File: src/rtl/id_ex_stage.sv
// ID/EX pipeline register with load-use hazard detection, flush/hold handling and a bubble counter.
// Optional writeback-to-operand bypass is compiled in by defining WB_BYPASS_EN.
module id_ex_stage #(
   parameter int unsigned XLEN   = 64,
   parameter int unsigned CTRL_W = 16
) (
   input  logic              CLK,
   input  logic              RESET,
   input  logic              ID_VALID,
   input  logic [4:0]        ID_RS1,
   input  logic [4:0]        ID_RS2,
   input  logic [4:0]        ID_RD,
   input  logic              ID_USES_RS1,
   input  logic              ID_USES_RS2,
   input  logic [XLEN-1:0]   ID_PC,
   input  logic [XLEN-1:0]   ID_IMM,
   input  logic [CTRL_W-1:0] ID_CTRL,
   input  logic              ID_MEM_READ,
   input  logic [XLEN-1:0]   RD_DATA1,
   input  logic [XLEN-1:0]   RD_DATA2,
   input  logic              WB_WE,
   input  logic [4:0]        WB_ADDR,
   input  logic [XLEN-1:0]   WB_DATA,
   input  logic              FLUSH,
   input  logic              EX_HOLD,
   output logic              STALL_OUT,
   output logic              EX_VALID,
   output logic [4:0]        EX_RS1,
   output logic [4:0]        EX_RS2,
   output logic [4:0]        EX_RD,
   output logic [XLEN-1:0]   EX_OP1,
   output logic [XLEN-1:0]   EX_OP2,
   output logic [XLEN-1:0]   EX_PC,
   output logic [XLEN-1:0]   EX_IMM,
   output logic [CTRL_W-1:0] EX_CTRL,
   output logic              EX_MEM_READ,
   output logic [15:0]       BUBBLE_CNT
);

   typedef enum logic [1:0] {
      ACT_FLUSH,
      ACT_HOLD,
      ACT_BUBBLE,
      ACT_CAPTURE
   } action_e;

   logic              ex_valid_q, ex_valid_d;
   logic [4:0]        ex_rs1_q, ex_rs1_d;
   logic [4:0]        ex_rs2_q, ex_rs2_d;
   logic [4:0]        ex_rd_q, ex_rd_d;
   logic [XLEN-1:0]   ex_op1_q, ex_op1_d;
   logic [XLEN-1:0]   ex_op2_q, ex_op2_d;
   logic [XLEN-1:0]   ex_pc_q, ex_pc_d;
   logic [XLEN-1:0]   ex_imm_q, ex_imm_d;
   logic [CTRL_W-1:0] ex_ctrl_q, ex_ctrl_d;
   logic              ex_mem_read_q, ex_mem_read_d;
   logic [15:0]       bubble_cnt_q, bubble_cnt_d;

   logic              hazard;
   action_e           action;
   logic [XLEN-1:0]   op1_sel, op2_sel;
   logic [XLEN-1:0]   op1_hold, op2_hold;

   always_comb begin
      hazard = ID_VALID & ex_valid_q & ex_mem_read_q & (ex_rd_q != 5'd0) &
               ((ID_USES_RS1 & (ID_RS1 == ex_rd_q)) | (ID_USES_RS2 & (ID_RS2 == ex_rd_q)));
   end

   assign STALL_OUT = hazard | EX_HOLD;

   always_comb begin
      action = ACT_CAPTURE;
      if (FLUSH) begin
         action = ACT_FLUSH;
      end else if (EX_HOLD) begin
         action = ACT_HOLD;
      end else if (hazard) begin
         action = ACT_BUBBLE;
      end
   end

   // Register x0 always reads as zero, ahead of any bypass.
   always_comb begin
      op1_sel  = RD_DATA1;
      op2_sel  = RD_DATA2;
      op1_hold = ex_op1_q;
      op2_hold = ex_op2_q;
`ifdef WB_BYPASS_EN
      if (WB_WE && (WB_ADDR == ID_RS1)) op1_sel = WB_DATA;
      if (WB_WE && (WB_ADDR == ID_RS2)) op2_sel = WB_DATA;
      if (ex_valid_q && WB_WE && (WB_ADDR == ex_rs1_q) && (ex_rs1_q != 5'd0)) op1_hold = WB_DATA;
      if (ex_valid_q && WB_WE && (WB_ADDR == ex_rs2_q) && (ex_rs2_q != 5'd0)) op2_hold = WB_DATA;
`endif
      if (ID_RS1 == 5'd0) op1_sel = '0;
      if (ID_RS2 == 5'd0) op2_sel = '0;
   end

`ifndef WB_BYPASS_EN
   logic unused_wb;
   assign unused_wb = ^{WB_WE, WB_ADDR, WB_DATA};
`endif

   always_comb begin
      ex_valid_d    = ex_valid_q;
      ex_rs1_d      = ex_rs1_q;
      ex_rs2_d      = ex_rs2_q;
      ex_rd_d       = ex_rd_q;
      ex_op1_d      = ex_op1_q;
      ex_op2_d      = ex_op2_q;
      ex_pc_d       = ex_pc_q;
      ex_imm_d      = ex_imm_q;
      ex_ctrl_d     = ex_ctrl_q;
      ex_mem_read_d = ex_mem_read_q;
      bubble_cnt_d  = bubble_cnt_q;
      unique case (action)
         ACT_FLUSH, ACT_BUBBLE: begin
            ex_valid_d    = 1'b0;
            ex_rs1_d      = '0;
            ex_rs2_d      = '0;
            ex_rd_d       = '0;
            ex_op1_d      = '0;
            ex_op2_d      = '0;
            ex_pc_d       = '0;
            ex_imm_d      = '0;
            ex_ctrl_d     = '0;
            ex_mem_read_d = 1'b0;
            if ((action == ACT_BUBBLE) && (bubble_cnt_q != '1)) begin
               bubble_cnt_d = bubble_cnt_q + 16'd1;
            end
         end
         ACT_HOLD: begin
            ex_op1_d = op1_hold;
            ex_op2_d = op2_hold;
         end
         ACT_CAPTURE: begin
            ex_valid_d    = ID_VALID;
            ex_rs1_d      = ID_RS1;
            ex_rs2_d      = ID_RS2;
            ex_rd_d       = ID_RD;
            ex_op1_d      = op1_sel;
            ex_op2_d      = op2_sel;
            ex_pc_d       = ID_PC;
            ex_imm_d      = ID_IMM;
            ex_ctrl_d     = ID_CTRL;
            ex_mem_read_d = ID_MEM_READ;
         end
         default: ;
      endcase
   end

   always_ff @(posedge CLK) begin
      if (RESET) begin
         ex_valid_q    <= 1'b0;
         ex_rs1_q      <= '0;
         ex_rs2_q      <= '0;
         ex_rd_q       <= '0;
         ex_op1_q      <= '0;
         ex_op2_q      <= '0;
         ex_pc_q       <= '0;
         ex_imm_q      <= '0;
         ex_ctrl_q     <= '0;
         ex_mem_read_q <= 1'b0;
         bubble_cnt_q  <= '0;
      end else begin
         ex_valid_q    <= ex_valid_d;
         ex_rs1_q      <= ex_rs1_d;
         ex_rs2_q      <= ex_rs2_d;
         ex_rd_q       <= ex_rd_d;
         ex_op1_q      <= ex_op1_d;
         ex_op2_q      <= ex_op2_d;
         ex_pc_q       <= ex_pc_d;
         ex_imm_q      <= ex_imm_d;
         ex_ctrl_q     <= ex_ctrl_d;
         ex_mem_read_q <= ex_mem_read_d;
         bubble_cnt_q  <= bubble_cnt_d;
      end
   end

   assign EX_VALID    = ex_valid_q;
   assign EX_RS1      = ex_rs1_q;
   assign EX_RS2      = ex_rs2_q;
   assign EX_RD       = ex_rd_q;
   assign EX_OP1      = ex_op1_q;
   assign EX_OP2      = ex_op2_q;
   assign EX_PC       = ex_pc_q;
   assign EX_IMM      = ex_imm_q;
   assign EX_CTRL     = ex_ctrl_q;
   assign EX_MEM_READ = ex_mem_read_q;
   assign BUBBLE_CNT  = bubble_cnt_q;

endmodule

File: config.mk
export PLATFORM = sky130hd
export DESIGN_NAME = id_ex_stage
export DESIGN_NICKNAME = d
export VERILOG_FILES = /design/src/rtl/id_ex_stage.sv
export SDC_FILE = /design/constraint.sdc
export NUM_CORES = 1
export LEC_CHECK = 0
export ABC_AREA = 1
export BUFFER_PORTS_ARGS = -buffer_cell sky130_fd_sc_hd__buf_2
export CAP_MARGIN = 30
export CORE_AREA = 10 10 255 257
export DETAILED_ROUTE_END_ITERATION = 8
export DIE_AREA = 0 0 265 267
export PLACE_DENSITY = 0.45
export SETUP_SLACK_MARGIN = 0.4
export SLEW_MARGIN = 20
export SYNTH_ARGS = -nofsm -noshare
export SYNTH_HDL_FRONTEND = slang
export SYNTH_SLANG_ARGS = --single-unit
export TNS_END_PERCENT = 5
File: constraint.sdc
create_clock -name CLK -period 1.9 [get_ports CLK]
set_clock_uncertainty 0.05 [all_clocks]
set_input_delay 0.19 -clock CLK [delete_from_list [all_inputs] [get_ports CLK]]
set_output_delay 0.19 -clock CLK [all_outputs]
set_load 0.005 [all_outputs]
# After elaboration in Yosys (flattened, before gate mapping)
# Cells that the tools add are included.
[totals]
ff_bits = 305
wordCells = 49
output_inout_bits = 306
input_bits = 365
[op_classes]
mux = 15
reduce_logical = 8
n_addsub = 1
bitwise_logic = 8
n_eq_ne = 6
[op_table]
columns = ["op", "n"]
rows = [
  ["64-bit one-hot mux with 2 select lines", 4],
  ["64-bit 2-to-1 mux", 2],
  ["16-bit one-hot mux with 2 select lines", 1],
  ["5-bit one-hot mux with 2 select lines", 3],
  ["16-bit by 1-bit adder with 16-bit output, second input constant", 1],
  ["16-bit inequality test, second input constant", 1],
  ["5-bit == test", 2],
  ["5-bit zero test", 2],
  ["1-bit AND", 6],
  ["5-bit nonzero test", 1],
  ["2-bit == test, second input constant", 2],
  ["2-bit 2-to-1 mux", 2],
  ["1-bit one-hot mux with 2 select lines", 2],
  ["2-bit by 1-bit == test with 1-bit output, second input constant", 1],
  ["2-bit zero test", 1],
  ["1-bit bitwise OR", 2],
  ["2-bit AND reduction", 1],
  ["2-bit nonzero test", 1],
  ["2-bit OR reduction", 1],
  ["1-bit logical AND", 1],
  ["1-bit 2-to-1 mux", 1],
]

# Longest topological paths before layout
[logic_depth]
ltp_word = 10
mapped_depth = 12
ltp_nobuf = 11

# Least setup slack after synthesis
# Ideal clock, no wire load.
[synth_timing]
kind = "register to register"
from = "reg bubble_cnt_q[0] (netlist: BUBBLE_CNT[0])"
to = "reg bubble_cnt_q[14] (netlist: BUBBLE_CNT[14])"
n_path_buf = 0
synth_period_minus_slack_ns = 1.622
arrival_ns = 1.457
setup_time_ns = 0.115
stages_incl_launch_ff = 11
path_slack_ns = 0.278
required_ns = 1.735
path_cell_list = "dfxtp_1 ha_1 nand2_1 nor2_2 nand4_1 nand2_1 inv_1 nand3_2 nor2_1 a21oi_1 nor2_1"
[synth_via]
elab_chain_cells = 3
word_cells_on_any_way = 4
cone_classes = "add/sub (1); eq/ne (1); reduce/logical (2)"
[synth_lines]
columns = ["element", "line_no", "source"]
rows = [
  ["start: declaration", "57", "logic [15:0] bubble_cnt_q, bubble_cnt_d;"],
  ["start signal: assignment", "175", "bubble_cnt_q <= bubble_cnt_d;"],
  ["branches (longest 3 deep; another with 16-bit by 1-bit adder with 16-bit output)", "n/a", ""],
]
# Several ways; the timed one is not identified.
# A chain may end at the register's enable or synchronous reset.

# Worst setup path in the final report
[layout_timing]
from = "reg ex_rd_q[0] (netlist: EX_RD[0])"
to = "out STALL_OUT"
[layout_via]
elab_chain_cells = 5
word_cells_on_any_way = 9
cone_classes = "eq/ne (2); bitwise (6); reduce/logical (1)"
[layout_lines]
columns = ["element", "line_no", "source"]
rows = [
  ["start: declaration", "50", "logic [4:0] ex_rd_q, ex_rd_d;"],
  ["start signal: assignment", "168", "ex_rd_q <= ex_rd_d;"],
  ["5-bit == test", "66", "((ID_USES_RS1 & (ID_RS1 == ex_rd_q)) | (ID_USES_RS2 & (ID_RS2 == ex_rd_q)));"],
  ["1-bit AND", "66", ""],
  ["1-bit bitwise OR", "66", ""],
  ["1-bit AND *", "65", "hazard = ID_VALID & ex_valid_q & ex_mem_read_q & (ex_rd_q != 5'd0) &"],
  ["1-bit bitwise OR *", "69", "assign STALL_OUT = hazard | EX_HOLD;"],
  ["end: declaration", "26", "output logic STALL_OUT,"],
]
# Mark *: on every way between the ends. The rest lies on a longest branch, timed or not.

==> impl_metrics.env <==
export IMPL_mappedNetlistNets=1856
export IMPL_worst_endpoint_required_ps=1660
export IMPL_r2r_worst_path_cells=11
export IMPL_finalCritPeriodShare_pct=105.5
export IMPL_postSynthRegisterBits=305
export IMPL_timing_critical_path_fanout_max=4
export IMPL_cp_startpoint="EX_RD[0]"
export IMPL_portBuffers=600
export IMPL_place_gp_congestion=0.8195
export IMPL_horiz_die_dim_um=265
export IMPL_capturing_element_type_of_the_critical_path="primary output"
export IMPL_regToRegSetupSlack_ps=-50
export IMPL_worst_path_stages=9
export IMPL_die_height_um=267
export IMPL_final_setup_viol_count=4
export IMPL_critPathCapture="STALL_OUT"
export IMPL_clock_tree_root_cell="clkbuf_16"
export IMPL_power_density_mw_per_mm2=761.1
export IMPL_hpwlAfterDp_um=38730
export IMPL_rr_endpoint="EX_OP1[8]"
export IMPL_clk_pin_slew_ps=60
export IMPL_sequential_cell_area_fraction_in_the_yosys_report_pct=52.20
export IMPL_synth_lib_cells_used_distinct=21
export IMPL_cts_made_buffers=37
export IMPL_arrival_ps=1770
export IMPL_maxCapViolations=0
export IMPL_hold_path_cell_count=3
export IMPL_worstReg2RegStart="EX_RD[0]"
export IMPL_floorplan_initialDensity_pct=19.52
export IMPL_hold_violations=0
export IMPL_track_usage_pct=14.38
export IMPL_fin_nets=2722
export IMPL_vdd_drop_max_mv=0.5610
export IMPL_crit_path_top_delay_cell="dfxtp_4"
export IMPL_drt_iter0_drc=876
export IMPL_post_drt_wl_per_cell_um=17.40
export IMPL_run_status="finished, violations left"
export IMPL_grt_max_degree=72
export IMPL_vias_in_the_first_global_route=14520
export IMPL_die_area_sq_mm=0.07076
export IMPL_filler_cell_count=6279
export IMPL_clock_tree_from_tritoncts="yes"
export IMPL_fin_crit_ps=2005
export IMPL_drt_pre_antenna_iters=5
export IMPL_cts_htree_levels=2
export IMPL_timing_hold_ws_ps=60.36
export IMPL_drt_wirelength_um=55020
export IMPL_worst_pin_slew_ps=500.4
export IMPL_drc=0
export IMPL_top_level_ports=671
export IMPL_cts_num_sinks=305
export IMPL_fmax_ghz=0.4987
export IMPL_final_design_area_no_fill_sq_mm=0.02013
export IMPL_layout_area_overhead_vs_synth_pct=72.07
export IMPL_rsz_0062_raised_after_global_routing="true"
export IMPL_worst_skew_pair_latency_ps=530
export IMPL_num_antenna_cells=0
export IMPL_synth_avg_cell_area_sq_um=7.850
export IMPL_cellLeakagePower_nw=8.752
export IMPL_largest_buffer_count_on_any_clock_path=3
export IMPL_final_util_pct=33.59
export IMPL_hp_class="in -> reg"
export IMPL_via_density_per_instance=4.445
export IMPL_crit_path_start_kind="flip-flop"
export IMPL_detailed_place_area_sq_mm=0.01590
export IMPL_drv_slew=0
export IMPL_grt_ovfl_total=0
export IMPL_synth_yosys_warnings=0
export IMPL_finalPower_mw=15.32
export IMPL_worstSetupPathType="reg -> out"
export IMPL_syn_inst=1490
export IMPL_row_count=90
export IMPL_drive_gt1_share_pct=32.21
export IMPL_netlist_area_sq_mm=0.01170
export IMPL_worst_path_buf_inv=3
export IMPL_first_pass_grt_wire_length_um=81830
export IMPL_timing_slew_headroom_pct=66.64
export IMPL_antenna_found_initial=1
export IMPL_cp_top_family="simple AND/OR/NAND/NOR gates"
export IMPL_antenna_violating_nets_post_route=0
export IMPL_final_critical_path_setup_slack_ps=-105.3
export IMPL_cpPeakStageDelay_ps=370
export IMPL_coreArea_sq_mm=0.05991
export IMPL_detailroute_via_count=14060
export IMPL_crit_chain="buf_6, nor2_1, nor2_1, nand3_2, nand2_4, nand2_8, buf_12, nand2_4, buf_6"
export IMPL_failing_checks="negative setup slack"
## cells by family (layout without fill, tap and decap cells)
family,after synthesis,count (layout),synth area share [%]
AOI/OAI and AO/OA,303,303,12.97
xor gates and xnor gates,1,1,0.07490
DFF,305,305,52.20
buffers and inverters,172,1063,6.729
adders and majority gates,1,1,0.1070
and+or+nand+nor,708,708,27.92
## stage by stage
stage          std cells  setup slack [ps]  TNS, ps
2_1_floorplan       1490             376.0        0
3_3_place_gp        2805             79.45        0
3_5_place_dp        2805             72.14        0
4_1_cts             3161            -164.5    -7481
5_1_grt             3163            -206.2   -20600
6_report            3163            -105.3   -154.4
## area by class of cell
| class | count | area [sq um] | share of cell area [%] |
|---|---|---|---|
| clock buffers | 59 | 1100 | 5.465 |
| inverters | 31 | 116.4 | 0.5782 |
| well taps | 782 | 978.4 | 4.862 |
| multi-input cells | 1013 | 4916 | 24.43 |
| repair buffers | 968 | 6849 | 34.03 |
| clock inverters | 5 | 41.29 | 0.2052 |
| flip-flops and latches | 305 | 6125 | 30.43 |
## what timing repair did
item | in CTS | in global routing
gates resized for setup | 13 | 18
hold buffers | 289 | 0
setup buffers | 3 | 0
cloned | 0 | 2
pin swaps | 9 | 9
endpoints found under the setup margin | 302 | 306
hold endpoints to repair | 288 | 0
## cells in the mapped netlist
| master | count | area, sq um |
|---|---|---|
| nand2_4 | 2 | 22.52 |
| xor2_1 | 1 | 8.760 |
| a21oi_1 | 298 | 1491 |
| nand2_1 | 343 | 1287 |
| buf_8 | 1 | 15.01 |
| clkbuf_1 | 88 | 330.3 |
| buf_6 | 12 | 135.1 |
| nor2_1 | 44 | 165.2 |
| nor3_1 | 4 | 20.02 |
| ha_1 | 1 | 12.51 |
| nor2_2 | 2 | 12.51 |
| nor2_4 | 1 | 11.26 |
| buf_2 | 32 | 160.2 |
| nand3_2 | 3 | 30.03 |
| nand4_1 | 136 | 850.8 |
| buf_1 | 8 | 30.03 |
| inv_1 | 26 | 97.59 |
| o21ai_0 | 5 | 25.02 |
| nand3_1 | 173 | 865.8 |
| inv_2 | 5 | 18.77 |
| dfxtp_1 | 305 | 6106 |
## layout by cell type, fill, tap and decap left out
| master | netlist | final |
|---|---|---|
| nand3_1 | 173 | 170 |
| nand2_2 | 0 | 2 |
| buf_4 | 0 | 51 |
| clkbuf_8 | 0 | 8 |
| nand2_8 | 0 | 1 |
| nand3_2 | 3 | 5 |
| clkinv_2 | 0 | 2 |
| nor3_1 | 4 | 4 |
| nor2_1 | 44 | 37 |
| buf_6 | 12 | 3 |
| buf_2 | 32 | 598 |
| ha_4 | 0 | 1 |
| nand2_4 | 2 | 3 |
| a21oi_1 | 298 | 295 |
| o21ai_0 | 5 | 3 |
| dlygate4sd3_1 | 0 | 289 |
| o21ai_1 | 0 | 2 |
| nand2_1 | 343 | 339 |
| inv_2 | 5 | 5 |
| nor2_4 | 1 | 5 |
| dfxtp_1 | 305 | 298 |
| dfxtp_2 | 0 | 3 |
| nor2_2 | 2 | 5 |
| xor2_1 | 1 | 1 |
| clkinvlp_4 | 0 | 2 |
| clkbuf_16 | 0 | 40 |
| clkinv_8 | 0 | 1 |
| buf_12 | 0 | 22 |
| buf_16 | 0 | 1 |
| inv_1 | 26 | 26 |
| clkbuf_1 | 88 | 14 |
| buf_8 | 1 | 1 |
| dfxtp_4 | 0 | 4 |
| a21oi_2 | 0 | 3 |
| nand3_4 | 0 | 1 |
| nand4_1 | 136 | 136 |
## metal layers
metal / part of all wire (%) / GRT usage (%) / up-vias
li1: - / - / 6854
met1: 40 / 15.69 / 6547
met2: 48 / 25.13 / 556
met3: 8.5 / 4.859 / 99
met4: 3.6 / 6.041 / 2
met5: 0.013 / 0 / -
## worst min-delay path: stages
cell and delay [ps]:
buf_2 100, nand4_1 210, a21oi_1 100
## where the power goes
part | leakage (nW) | internal (mW) | switching (mW)
Combinational | 5.71 | 1.01 | 0.887
Sequential | 2.49 | 6.60 | 0.106
Clock | 0.550 | 3.96 | 2.76
Total | 8.75 | 11.6 | 3.75
## flip-flops by register name, summed over array words and instances, names as in the netlist
name,flops
EX_RS1,5
EX_RS2,5
EX_OP2,64
EX_OP1,64
EX_PC,64
EX_CTRL,16
EX_RD,5
EX_VALID,1
EX_MEM_READ,1
EX_IMM,64
BUBBLE_CNT,16
## worst min-delay path by stage
stage / from / end / slack [ps]
2_1_floorplan: ID_RD[1] / EX_RD[1] / 290
3_3_place_gp: EX_PC[31] / EX_PC[31] / 400
3_5_place_dp: EX_OP1[42] / EX_OP1[42] / 400
4_1_cts: RD_DATA1[62] / EX_OP1[62] / 1
5_1_grt: RD_DATA1[62] / EX_OP1[62] / 9
6_report: RD_DATA1[62] / EX_OP1[62] / 60
(Power assumes the default switching activity.)
